## config.mk

```make
export PLATFORM = sky130hd
export DESIGN_NAME = alu_seq
export DESIGN_NICKNAME = d
export VERILOG_FILES = /design/src/rtl/defs_pkg.sv /design/src/rtl/alu.sv /design/src/rtl/alu_seq.sv
export SDC_FILE = /design/constraint.sdc
export NUM_CORES = 1
export LEC_CHECK = 0
export ABC_AREA = 1
export BUFFER_PORTS_ARGS = -buffer_cell sky130_fd_sc_hd__buf_2
export CORE_MARGIN = 5
export CORE_UTILIZATION = 30
export DETAILED_ROUTE_END_ITERATION = 8
export PLACE_DENSITY = 0.47
export SETUP_SLACK_MARGIN = 0.02
export SLEW_MARGIN = 10
export SYNTH_ARGS = -nofsm -noshare
export SYNTH_HDL_FRONTEND = slang
export SYNTH_SLANG_ARGS = --single-unit
export TNS_END_PERCENT = 30
```

## constraint.sdc

```tcl
create_clock -name clk -period 3.1 [get_ports clk]
set_input_delay 0.465 -clock clk [delete_from_list [all_inputs] [get_ports clk]]
set_output_delay 0.465 -clock clk [all_outputs]
set_load 0.005 [all_outputs]
```

## src/rtl/defs_pkg.sv

```systemverilog
// ---------------------------------------------------------------------------
// defs_pkg
//   Shared ALU definitions: opcode encoding (single-cycle ops plus the
//   iterative multiply/divide family), flag bundle, the sequencer state type
//   and a helper that classifies opcodes as iterative.
// ---------------------------------------------------------------------------
package defs_pkg;

  typedef enum logic [3:0] {
    ALU_ADD  = 4'd0,
    ALU_SUB  = 4'd1,
    ALU_AND  = 4'd2,
    ALU_OR   = 4'd3,
    ALU_XOR  = 4'd4,
    ALU_SLL  = 4'd5,
    ALU_SRL  = 4'd6,
    ALU_SRA  = 4'd7,
    ALU_MUL  = 4'd8,
    ALU_MULH = 4'd9,
    ALU_DIV  = 4'd10,
    ALU_REM  = 4'd11
  } alu_opcode_t;

  typedef struct packed {
    logic carry;
    logic overflow;
    logic zero;
    logic negative;
  } alu_flags_t;

  typedef enum logic [1:0] {
    IDLE,
    BUSY,
    DONE
  } alu_seq_state_t;

  function automatic logic is_iter_op(alu_opcode_t op);
    return (op == ALU_MUL) || (op == ALU_MULH) ||
           (op == ALU_DIV) || (op == ALU_REM);
  endfunction

endpackage

```

## src/rtl/alu.sv

```systemverilog
// ---------------------------------------------------------------------------
// alu
//   Combinational single-cycle ALU.
//   Ports:
//     in1, in2  [WIDTH]      operands (in2[SHW-1:0] is the shift amount)
//     alu_op    alu_opcode_t operation select; non-simple codes act as ADD
//     out       [WIDTH]      result
//     flags     alu_flags_t  carry, overflow, zero, negative
//   SUB carry is the "no borrow" carry (set when in1 >= in2 unsigned).
// ---------------------------------------------------------------------------
module alu
  import defs_pkg::*;
#(
  parameter int unsigned WIDTH = 8
) (
  input  logic [WIDTH-1:0] in1,
  input  logic [WIDTH-1:0] in2,
  input  alu_opcode_t      alu_op,
  output logic [WIDTH-1:0] out,
  output alu_flags_t       flags
);

  localparam int unsigned SHW = $clog2(WIDTH);

  logic [WIDTH:0]   w_sum;
  logic [SHW-1:0]   w_sh;

  always_comb begin
    w_sh  = in2[SHW-1:0];
    w_sum = '0;
    out   = '0;
    flags = '0;
    case (alu_op)
      ALU_SUB: begin
        w_sum          = {1'b0, in1} + {1'b0, ~in2} + {{WIDTH{1'b0}}, 1'b1};
        out            = w_sum[WIDTH-1:0];
        flags.carry    = w_sum[WIDTH];
        flags.overflow = (in1[WIDTH-1] != in2[WIDTH-1]) &&
                         (out[WIDTH-1] != in1[WIDTH-1]);
      end
      ALU_AND: out = in1 & in2;
      ALU_OR:  out = in1 | in2;
      ALU_XOR: out = in1 ^ in2;
      ALU_SLL: out = in1 << w_sh;
      ALU_SRL: out = in1 >> w_sh;
      ALU_SRA: out = $unsigned($signed(in1) >>> w_sh);
      default: begin
        w_sum          = {1'b0, in1} + {1'b0, in2};
        out            = w_sum[WIDTH-1:0];
        flags.carry    = w_sum[WIDTH];
        flags.overflow = (in1[WIDTH-1] == in2[WIDTH-1]) &&
                         (out[WIDTH-1] != in1[WIDTH-1]);
      end
    endcase
    flags.zero     = (out == '0);
    flags.negative = out[WIDTH-1];
  end

endmodule

```

## src/rtl/alu_seq.sv

```systemverilog
// ---------------------------------------------------------------------------
// alu_seq
//   Multi-cycle ALU with valid/ready handshakes on both sides. Simple ops go
//   through the combinational alu and are registered at accept (result valid
//   the following cycle). MUL/MULH/DIV/REM run WIDTH iterations of a
//   shift-add multiplier / restoring divider sharing one 2*WIDTH accumulator.
//   Ports:
//     clk, rst_n          clock, async active-low reset
//     in_valid/in_ready   operand handshake (in1, in2, alu_op)
//     out_valid/out_ready result handshake (out, flags)
// ---------------------------------------------------------------------------
module alu_seq
  import defs_pkg::*;
#(
  parameter int unsigned WIDTH = 8
) (
  input  logic             clk,
  input  logic             rst_n,
  input  logic             in_valid,
  output logic             in_ready,
  input  logic [WIDTH-1:0] in1,
  input  logic [WIDTH-1:0] in2,
  input  alu_opcode_t      alu_op,
  output logic             out_valid,
  input  logic             out_ready,
  output logic [WIDTH-1:0] out,
  output alu_flags_t       flags
);

  localparam int unsigned SHW = $clog2(WIDTH);
  localparam int unsigned CW  = SHW + 1;

  alu_seq_state_t     r_state;
  alu_seq_state_t     w_state_nxt;
  alu_opcode_t        r_op;
  logic [WIDTH-1:0]   r_a;
  logic [WIDTH-1:0]   r_b;
  logic [2*WIDTH-1:0] r_acc;
  logic [CW-1:0]      r_cnt;
  logic               r_dz;
  logic [WIDTH-1:0]   r_out;
  alu_flags_t         r_flags;

  logic               w_accept;
  logic               w_last;
  logic               w_is_div;
  logic               w_new_iter;
  logic [WIDTH-1:0]   w_alu_out;
  alu_flags_t         w_alu_flags;
  logic [WIDTH:0]     w_mul_sum;
  logic [WIDTH:0]     w_div_rem;
  logic [WIDTH-1:0]   w_div_diff;
  logic               w_qbit;
  logic [2*WIDTH-1:0] w_acc_step;
  logic [2*WIDTH-1:0] w_acc_init;
  logic [WIDTH-1:0]   w_res;
  alu_flags_t         w_res_flags;

  alu #(
    .WIDTH(WIDTH)
  ) u_alu (
    .in1    (in1),
    .in2    (in2),
    .alu_op (alu_op),
    .out    (w_alu_out),
    .flags  (w_alu_flags)
  );

  assign in_ready   = (r_state == IDLE) || ((r_state == DONE) && out_ready);
  assign w_accept   = in_valid && in_ready;
  assign w_new_iter = is_iter_op(alu_op);
  assign w_last     = (r_state == BUSY) && (r_cnt == CW'(WIDTH - 1));
  assign out_valid  = (r_state == DONE);
  assign out        = r_out;
  assign flags      = r_flags;

  // Multiplier: accumulator low half starts as in2; each step adds in1 to the
  // high half when the current LSB is set, then shifts right (carry included).
  // Divider: accumulator starts as {0, in1}; each step shifts the next
  // dividend bit into the partial remainder and subtracts when it fits.
  // After WIDTH steps hi/lo hold product hi/lo or remainder/quotient.
  always_comb begin
    w_is_div   = (r_op == ALU_DIV) || (r_op == ALU_REM);
    w_mul_sum  = {1'b0, r_acc[2*WIDTH-1:WIDTH]} +
                 (r_acc[0] ? {1'b0, r_a} : {(WIDTH+1){1'b0}});
    w_div_rem  = r_acc[2*WIDTH-1:WIDTH-1];
    w_qbit     = (w_div_rem >= {1'b0, r_b});
    w_div_diff = w_div_rem[WIDTH-1:0] - r_b;
    if (w_is_div) begin
      w_acc_step = {(w_qbit ? w_div_diff : w_div_rem[WIDTH-1:0]),
                    r_acc[WIDTH-2:0], w_qbit};
    end else begin
      w_acc_step = {w_mul_sum, r_acc[WIDTH-1:1]};
    end
  end

  always_comb begin
    if ((alu_op == ALU_MUL) || (alu_op == ALU_MULH)) begin
      w_acc_init = {{WIDTH{1'b0}}, in2};
    end else begin
      w_acc_init = {{WIDTH{1'b0}}, in1};
    end
  end

  // Final result selection from the last iteration; a zero divisor seen at
  // accept overrides the engine output here.
  always_comb begin
    w_res       = '0;
    w_res_flags = '0;
    case (r_op)
      ALU_MUL: begin
        w_res                = w_acc_step[WIDTH-1:0];
        w_res_flags.carry    = |w_acc_step[2*WIDTH-1:WIDTH];
        w_res_flags.overflow = |w_acc_step[2*WIDTH-1:WIDTH];
      end
      ALU_MULH: w_res = w_acc_step[2*WIDTH-1:WIDTH];
      ALU_DIV: begin
        w_res                = r_dz ? '1 : w_acc_step[WIDTH-1:0];
        w_res_flags.overflow = r_dz;
      end
      ALU_REM: begin
        w_res                = r_dz ? r_a : w_acc_step[2*WIDTH-1:WIDTH];
        w_res_flags.overflow = r_dz;
      end
      default: w_res = '0;
    endcase
    w_res_flags.zero     = (w_res == '0);
    w_res_flags.negative = w_res[WIDTH-1];
  end

  always_ff @(posedge clk or negedge rst_n) begin
    if (!rst_n) begin
      r_state <= IDLE;
    end else begin
      r_state <= w_state_nxt;
    end
  end

  always_comb begin
    w_state_nxt = r_state;
    case (r_state)
      IDLE: begin
        if (w_accept) begin
          w_state_nxt = w_new_iter ? BUSY : DONE;
        end
      end
      BUSY: begin
        if (w_last) begin
          w_state_nxt = DONE;
        end
      end
      DONE: begin
        if (out_ready) begin
          if (w_accept) begin
            w_state_nxt = w_new_iter ? BUSY : DONE;
          end else begin
            w_state_nxt = IDLE;
          end
        end
      end
      default: w_state_nxt = IDLE;
    endcase
  end

  always_ff @(posedge clk or negedge rst_n) begin
    if (!rst_n) begin
      r_op    <= ALU_ADD;
      r_a     <= '0;
      r_b     <= '0;
      r_acc   <= '0;
      r_cnt   <= '0;
      r_dz    <= 1'b0;
      r_out   <= '0;
      r_flags <= '0;
    end else if (w_accept) begin
      r_op  <= alu_op;
      r_a   <= in1;
      r_b   <= in2;
      r_acc <= w_acc_init;
      r_cnt <= '0;
      r_dz  <= (in2 == '0);
      if (!w_new_iter) begin
        r_out   <= w_alu_out;
        r_flags <= w_alu_flags;
      end
    end else if (r_state == BUSY) begin
      r_acc <= w_acc_step;
      if (w_last) begin
        r_cnt   <= '0;
        r_out   <= w_res;
        r_flags <= w_res_flags;
      end else begin
        r_cnt <= r_cnt + CW'(1);
      end
    end
  end

endmodule

```

## After elaboration in Yosys (flattened, before gate mapping)

Index checks and enable logic that the tools add are counted.

- Eq/ne operators: 26
- Reductions and logical operators: 21
- Magnitude comparators: 1
- Shift-type cells: 3
- Add/sub/neg operators: 6
- Multiply operators: 0
- Divide/modulo/power cells: 0
- Bitwise gates (word level): 4
- Multiplexer cells: 30

Operator list:

| operator | number |
|---|---|
| $mux 8 | 9 |
| $pmux 8 s7 | 1 |
| $mux 16 | 3 |
| $eq 4x4->1 const B | 8 |
| $pmux 8 s4 | 1 |
| $mux 4 | 7 |
| $add 8x8->9 | 3 |
| $logic_not 8->1 | 3 |
| $eq 4x3->1 const B | 5 |
| $mux 2 | 5 |
| $add 9x1->9 const B | 1 |
| $ge 9x8->1 | 1 |
| $and 8x8->8 | 1 |
| $eq 4x2->1 const B | 2 |
| $not 8->8 | 1 |
| $or 8x8->8 | 1 |
| $reduce_or 8->1 | 1 |
| $shl 8x3->8 | 1 |
| $shr 8x3->8 | 1 |
| $sshr 8x3->8 | 1 |
| $sub 8x8->8 | 1 |
| $xor 8x8->8 | 1 |
| $ne 2x2->1 const B | 3 |
| $pmux 2 s3 | 1 |
| 17 further kinds | 29 |

- Memory bits (read-only): 0
- Register bits after elaboration: 55
- Memories kept: 0
- Word-level logic and storage cells: 103
- Latch bits: 0
- Bits in writable memories: 0

## Depth between registers and ports, before layout

- Depth after elaboration: 9
- Mapped depth: 19
- Mapped depth without buffers: 19

## Cells and area by module

A second synthesis with hierarchy kept.

- Cells, all modules: 922
- Area total of the unflattened synthesis: 5,814.3 µm²

Modules (own cells, without submodules):

| module | cells each | area an instance (µm²) | times used |
|---|---|---|---|
| alu_seq | 556 | 3,960.0 | 1 |
| alu | 366 | 1,854.3 | 1 |

## Worst setup path after synthesis

OpenSTA, ideal clock, no wires.

- Kind: in2reg
- Start: input port in2[2]
- End: register r_flags, in the netlist flags[1]
- Setup time: 71 ps
- Path buffers: 3
- Arrival: 2,314 ps
- Setup slack: 715 ps
- Stages on the path: 18
- Path through: buf_2 > inv_1 > buf_2 > ha_1 > buf_2 > inv_1 > nand2_1 > nand2_1 > a21oi_1 > o21ai_0 > or2_0 > nand2_1 > nand3_1 > nand2_1 > nand4_1 > nand2_1 > nor2_1 > nor2_1

- Word-level cells in the longest chain between the ends: 7
- Elaborated cells on any way between the ends: 14
- Classes of those cells: add/sub: 3; shift: 3; mux: 3; bitwise: 4; reduce/logical: 1

RTL lines:

| what | RTL line | RTL |
|---|---|---|
| start, declared | alu_seq.sv:22 | `input logic [WIDTH-1:0] in2,` |
| $not 8->8 | alu.sv:35 | `w_sum = {1'b0, in1} + {1'b0, ~in2} + {{WIDTH{1'b0}}, 1'b1};` |
| $add 8x8->9 | alu.sv:35 |  |
| $add 9x1->9 | alu.sv:35 |  |
| $pmux 8 s7 * | alu.sv:33 | `case (alu_op)` |
| $logic_not 8->1 * | alu.sv:55 | `flags.zero = (out == '0);` |
| $mux 4 * | alu_seq.sv:182 | `if (!w_new_iter) begin` |
| $mux 4 * | alu_seq.sv:175 | `end else if (w_accept) begin` |
| end signal, assigned | alu_seq.sv:184 | `r_flags <= w_alu_flags;` |
| end signal, assigned | alu_seq.sv:191 | `r_flags <= w_res_flags;` |
| end, declared | alu_seq.sv:42 | `alu_flags_t r_flags;` |

Mark *: on every way between the ends. The rest lies on a longest branch, timed or not. The select of a mux whose other input is x is not followed.
A chain may end at the register's enable or synchronous reset.

## Worst setup path after layout

- Start: register r_acc[0]
- End: register r_flags, in the netlist flags[2]

- Word-level cells in the longest chain between the ends: 8

RTL lines:

| what | RTL line | RTL |
|---|---|---|
| start, declared | alu_seq.sv:38 | `logic [2*WIDTH-1:0] r_acc;` |
| start signal, assigned | alu_seq.sv:179 | `r_acc <= w_acc_init;` |
| start signal, assigned | alu_seq.sv:187 | `r_acc <= w_acc_step;` |
| $mux 8 | alu_seq.sv:85 | `(r_acc[0] ? {1'b0, r_a} : {(WIDTH+1){1'b0}});` |
| $add 8x8->9 | alu_seq.sv:84 | `w_mul_sum = {1'b0, r_acc[2*WIDTH-1:WIDTH]} +` |
| $mux 16 | alu_seq.sv:89 | `if (w_is_div) begin` |
| $reduce_or 8->1 | alu_seq.sv:114 | `w_res_flags.overflow = \|w_acc_step[2*WIDTH-1:WIDTH];` |
| $pmux 1 s2 | alu_seq.sv:110 | `case (r_op)` |
| $mux 4 | alu_seq.sv:188 | `if (w_last) begin` |
| $mux 4 | alu_seq.sv:186 | `end else if (r_state == BUSY) begin` |
| $mux 4 | alu_seq.sv:175 |  |

Every way passes these cells. The select of a mux whose other input is x is not followed.

==> results_dict.tcl <==
set metrics [dict create \
    outcome "finished clean" \
    grt_setup_unrepaired "false" \
    route.antenna.remaining_nets 0 \
    cp.arrival_ns 2.89 \
    die_y_um 147.5 \
    count_of_pins_on_the_block_boundary 38 \
    cp_max_fo 10 \
    antenna_found_initial 0 \
    muxShareOfSynthArea_pct 0 \
    area_growth_pct 10.20 \
    synth_area_mm2 0.005669 \
    post-synth-top-area-cell "dfrtp_1" \
    yosys.area_share.simple_pct 36.57 \
    cts_tree "built" \
    drcViolationCount 0 \
    cellInternalPower_w 0.002112 \
    final-hold-violation-count 0 \
    synth_sequential_area_ratio_pct 23.84 \
    yosys_warnings 0 \
    fmax_ghz 0.3714 \
    place_congestion 0.8821 \
    slowest_delay_ns 0.53 \
    pre_cts_slack_ns 0.2746 \
    power.static_leakage_nw 3.320 \
    die_area_mm2 0.02175 \
    worst_path_max_delay_cell "dfrtp_1" \
    netlist_top_cells_area "dfrtp_1 24%, nand2_1 16%, ha_1 9.3%, nand3_1 8.9%, inv_1 7.2%" \
    gr_layer_usage_met2_pct 28.36 \
    timing.slew.headroom_pct 36.35 \
    antenna_cells 0 \
    async_reset_ff_share_pct 100.0 \
    number_of_port_buffers 37 \
    clk_root_buffer_cell "clkbuf_16" \
    critical_path_class "reg2reg" \
    dp_hpwl_um 16080 \
    sw_frac_of_total_pct 50.22 \
    setup.worst_path.end_class "flop" \
    worst-slew-pin-transition_ns 0.9547 \
    critPathRequiredTime_ns 3.30 \
    cts-hold-fix-buffers 0 \
    syn_inst_count 890 \
    critical-path-top-delay-family "simple AND/OR/NAND/NOR gates" \
    via_count_of_the_first_global_routing_pass 5785 \
    holdCritPathClass "in2async" \
    postSynthAreaPerCell_um2 6.370 \
    grt.met3_usage_pct 1.901 \
    final_worst_clock_skew_ns 0.008967 \
    timing.critical_path.mode_cell "nand2_1" \
    finalWorstSetupSlack_ns 0.4078 \
    detail_route.wl_per_cell_um 17.36 \
    placedCellCount 1146 \
    vdd.ir_drop.worst_uv 237.4 \
    synth.most_common_cell "nand2_1" \
    clock_tree.htree_level_count 2 \
    finish.cell_count_without_fillers 1154 \
    final_net_count 989 \
    initial_utilization_pct 30.41 \
    grt_busiest_layer "met2" \
    dr.first_iter.drc_count 454 \
    cts_buffer_depth 2 \
    synth-compound-area-share_pct 16.80 \
    setup_viol 0 \
    critical_path_buf_inv_count 4 \
    worst_skew_pair.late_latency_ns 0.30 \
    cts.reportedPaths.clkPinSlew_ns 0.07 \
    synth.top_cells.by_count "244 x nand2_1, 109 x inv_1, 101 x nand3_1" \
    cts_sinks 54 \
    placementRows 50 \
    synth-seq-cells 54 \
    synth_top_area_share_pct 23.84 \
    p_per_area_mw_per_mm2 679.1 \
    crit_chain "nand2_1 -> inv_1 -> ha_1 -> inv_1 -> fa_1 -> inv_1 -> a21oi_1 -> o21ai_0 -> xnor2_1 -> nand2_1 -> nand2_1 -> nand3_1 -> nor2_2 -> nand2_1 -> nand2_1 -> nand3_1 -> nand2_1 -> inv_1" \
    power.combinational.fraction_pct 58.8 \
    fillCellCount 2101 \
    use_met1_pct 25.75 \
    cts_resized 0 \
    clock_power_share_pct 13.9 \
    crit_path_start_kind "flop" \
    period_minus_slack_ns 2.692 \
    final.setup.tns_ns 0 \
    post_cts_buffers 0 \
    globalRouteOverflowTotal 0 \
    post_route_cells_drive_above_1_share_pct 10.98 \
    fraction_of_the_mapped_netlist_area_in_adder_cells_pct 10.68 \
    drv_slew 0 \
    totalWireLength_um 20030 \
    die_x_um 147.5 \
    post-route-period-util_pct 86.84 \
    grt_usage_pct 18.19 \
    grt_first_pass_wirelength_um 31800 \
    maxCapViolations 0 \
    commonest_register_cell_after_synthesis "dfrtp_1" \
    synth_top_family_by_area "simple AND/OR/NAND/NOR gates" \
    seq_power_share_pct 27.3 \
    avgViaCountPerCell 5.134 \
    drt_pre_antenna_iters 5 \
    pin_count_of_the_biggest_net_entering_global_routing 39 \
    synth_xor_xnor_area_share_pct 1.699 \
    floorplan.core_area_mm2 0.01864 \
    synth_edf_count 0 \
    cts_inserted_buffers 5 \
    syn_nets 960 \
    post_synth_num_cell_types 46 \
    via_count 5925 \
    switchingPower_w 0.002131 \
]
power groups by stage:
stage | clock network, W | logic [W] | registers (W)
2_1_floorplan | 0 | 0.00184 | 0.00110
3_3_place_gp | 0 | 0.00251 | 0.00117
3_5_place_dp | 0 | 0.00249 | 0.00117
4_1_cts | 0.000607 | 0.00250 | 0.00116
5_1_grt | 0.000625 | 0.00283 | 0.00119
6_report | 0.000590 | 0.00249 | 0.00116
flip-flops by register name, indices dropped and copies added (netlist names):
| register | count |
|---|---|
| r_state | 2 |
| r_acc | 16 |
| r_a | 8 |
| r_dz | 1 |
| flags | 3 |
| r_op | 4 |
| out | 8 |
| r_cnt | 4 |
| r_b | 8 |
metal layers:
metal | part of all wire [%] | vias to the layer above
met3 | 4.2 | 43
met1 | 48 | 2717
met2 | 44 | 191
met5 | 0 | -
met4 | 3.9 | 0
li1 | - | 2974
area by class of cell:
class,instances,area [um^2],area share (%)
flip-flops and latches,54,1351,21.63
inverters,118,442.9,7.090
multi-input cells,690,3727,59.66
repair buffers,50,282.8,4.526
clock inverters,3,25.02,0.4006
clock buffers,5,125.1,2.003
well taps,234,292.8,4.687
final timing paths:
check	startpoint	end	slack (ns)	depth (start not counted)
max in group asynchronous	rst_n	r_acc[2]	2.11	2
min in group clk	out_ready	r_state[1]	0.46	3
hold reg to reg	out[4]	out[4]	0.48	2
setup reg to reg	r_acc[0]	flags[2]	0.41	18
hold / removal	rst_n	r_b[2]	0.30	1
setup / recovery	r_acc[0]	flags[2]	0.41	18
cells by family (layout without fill, tap and decap cells):
family / after synthesis / after routing
DFF: 54 / 54
xor gates and xnor gates: 11 / 11
and+or+nand+nor: 465 / 465
buffers and inverters: 146 / 176
adders and majority gates: 46 / 46
AOI/OAI and AO/OA: 168 / 168
layout by cell type, fill, tap and decap left out, drive strengths merged, types with 3 or more instances in the layout:
cell type    n
inv        119
o31ai        3
fa           4
nand3      107
a21oi       59
ha          42
nor2        68
o21a         5
o22ai        3
o211ai       7
nand2      254
buf         50
o221ai       7
xor2         8
or2          7
nand3b       7
clkbuf       5
o21ai       78
xnor2        3
nor3         8
dfrtp       54
nand4       11
per-stage QoR:
stage / util (%) / total power (W) / hold slack [ns] / instance area [um^2]
2_1_floorplan: - / 0.002935 / 0.1694 / 5669
3_3_place_gp: 32.70 / 0.003681 / 0.4661 / 6097
3_5_place_dp: 32.70 / 0.003662 / 0.4614 / 6097
4_1_cts: 33.51 / 0.004269 / 0.3526 / 6247
5_1_grt: 33.51 / 0.004650 / 0.3722 / 6247
6_report: 33.51 / 0.004243 / 0.2954 / 6247
No activity file was read; power rests on OpenSTA's default activity.
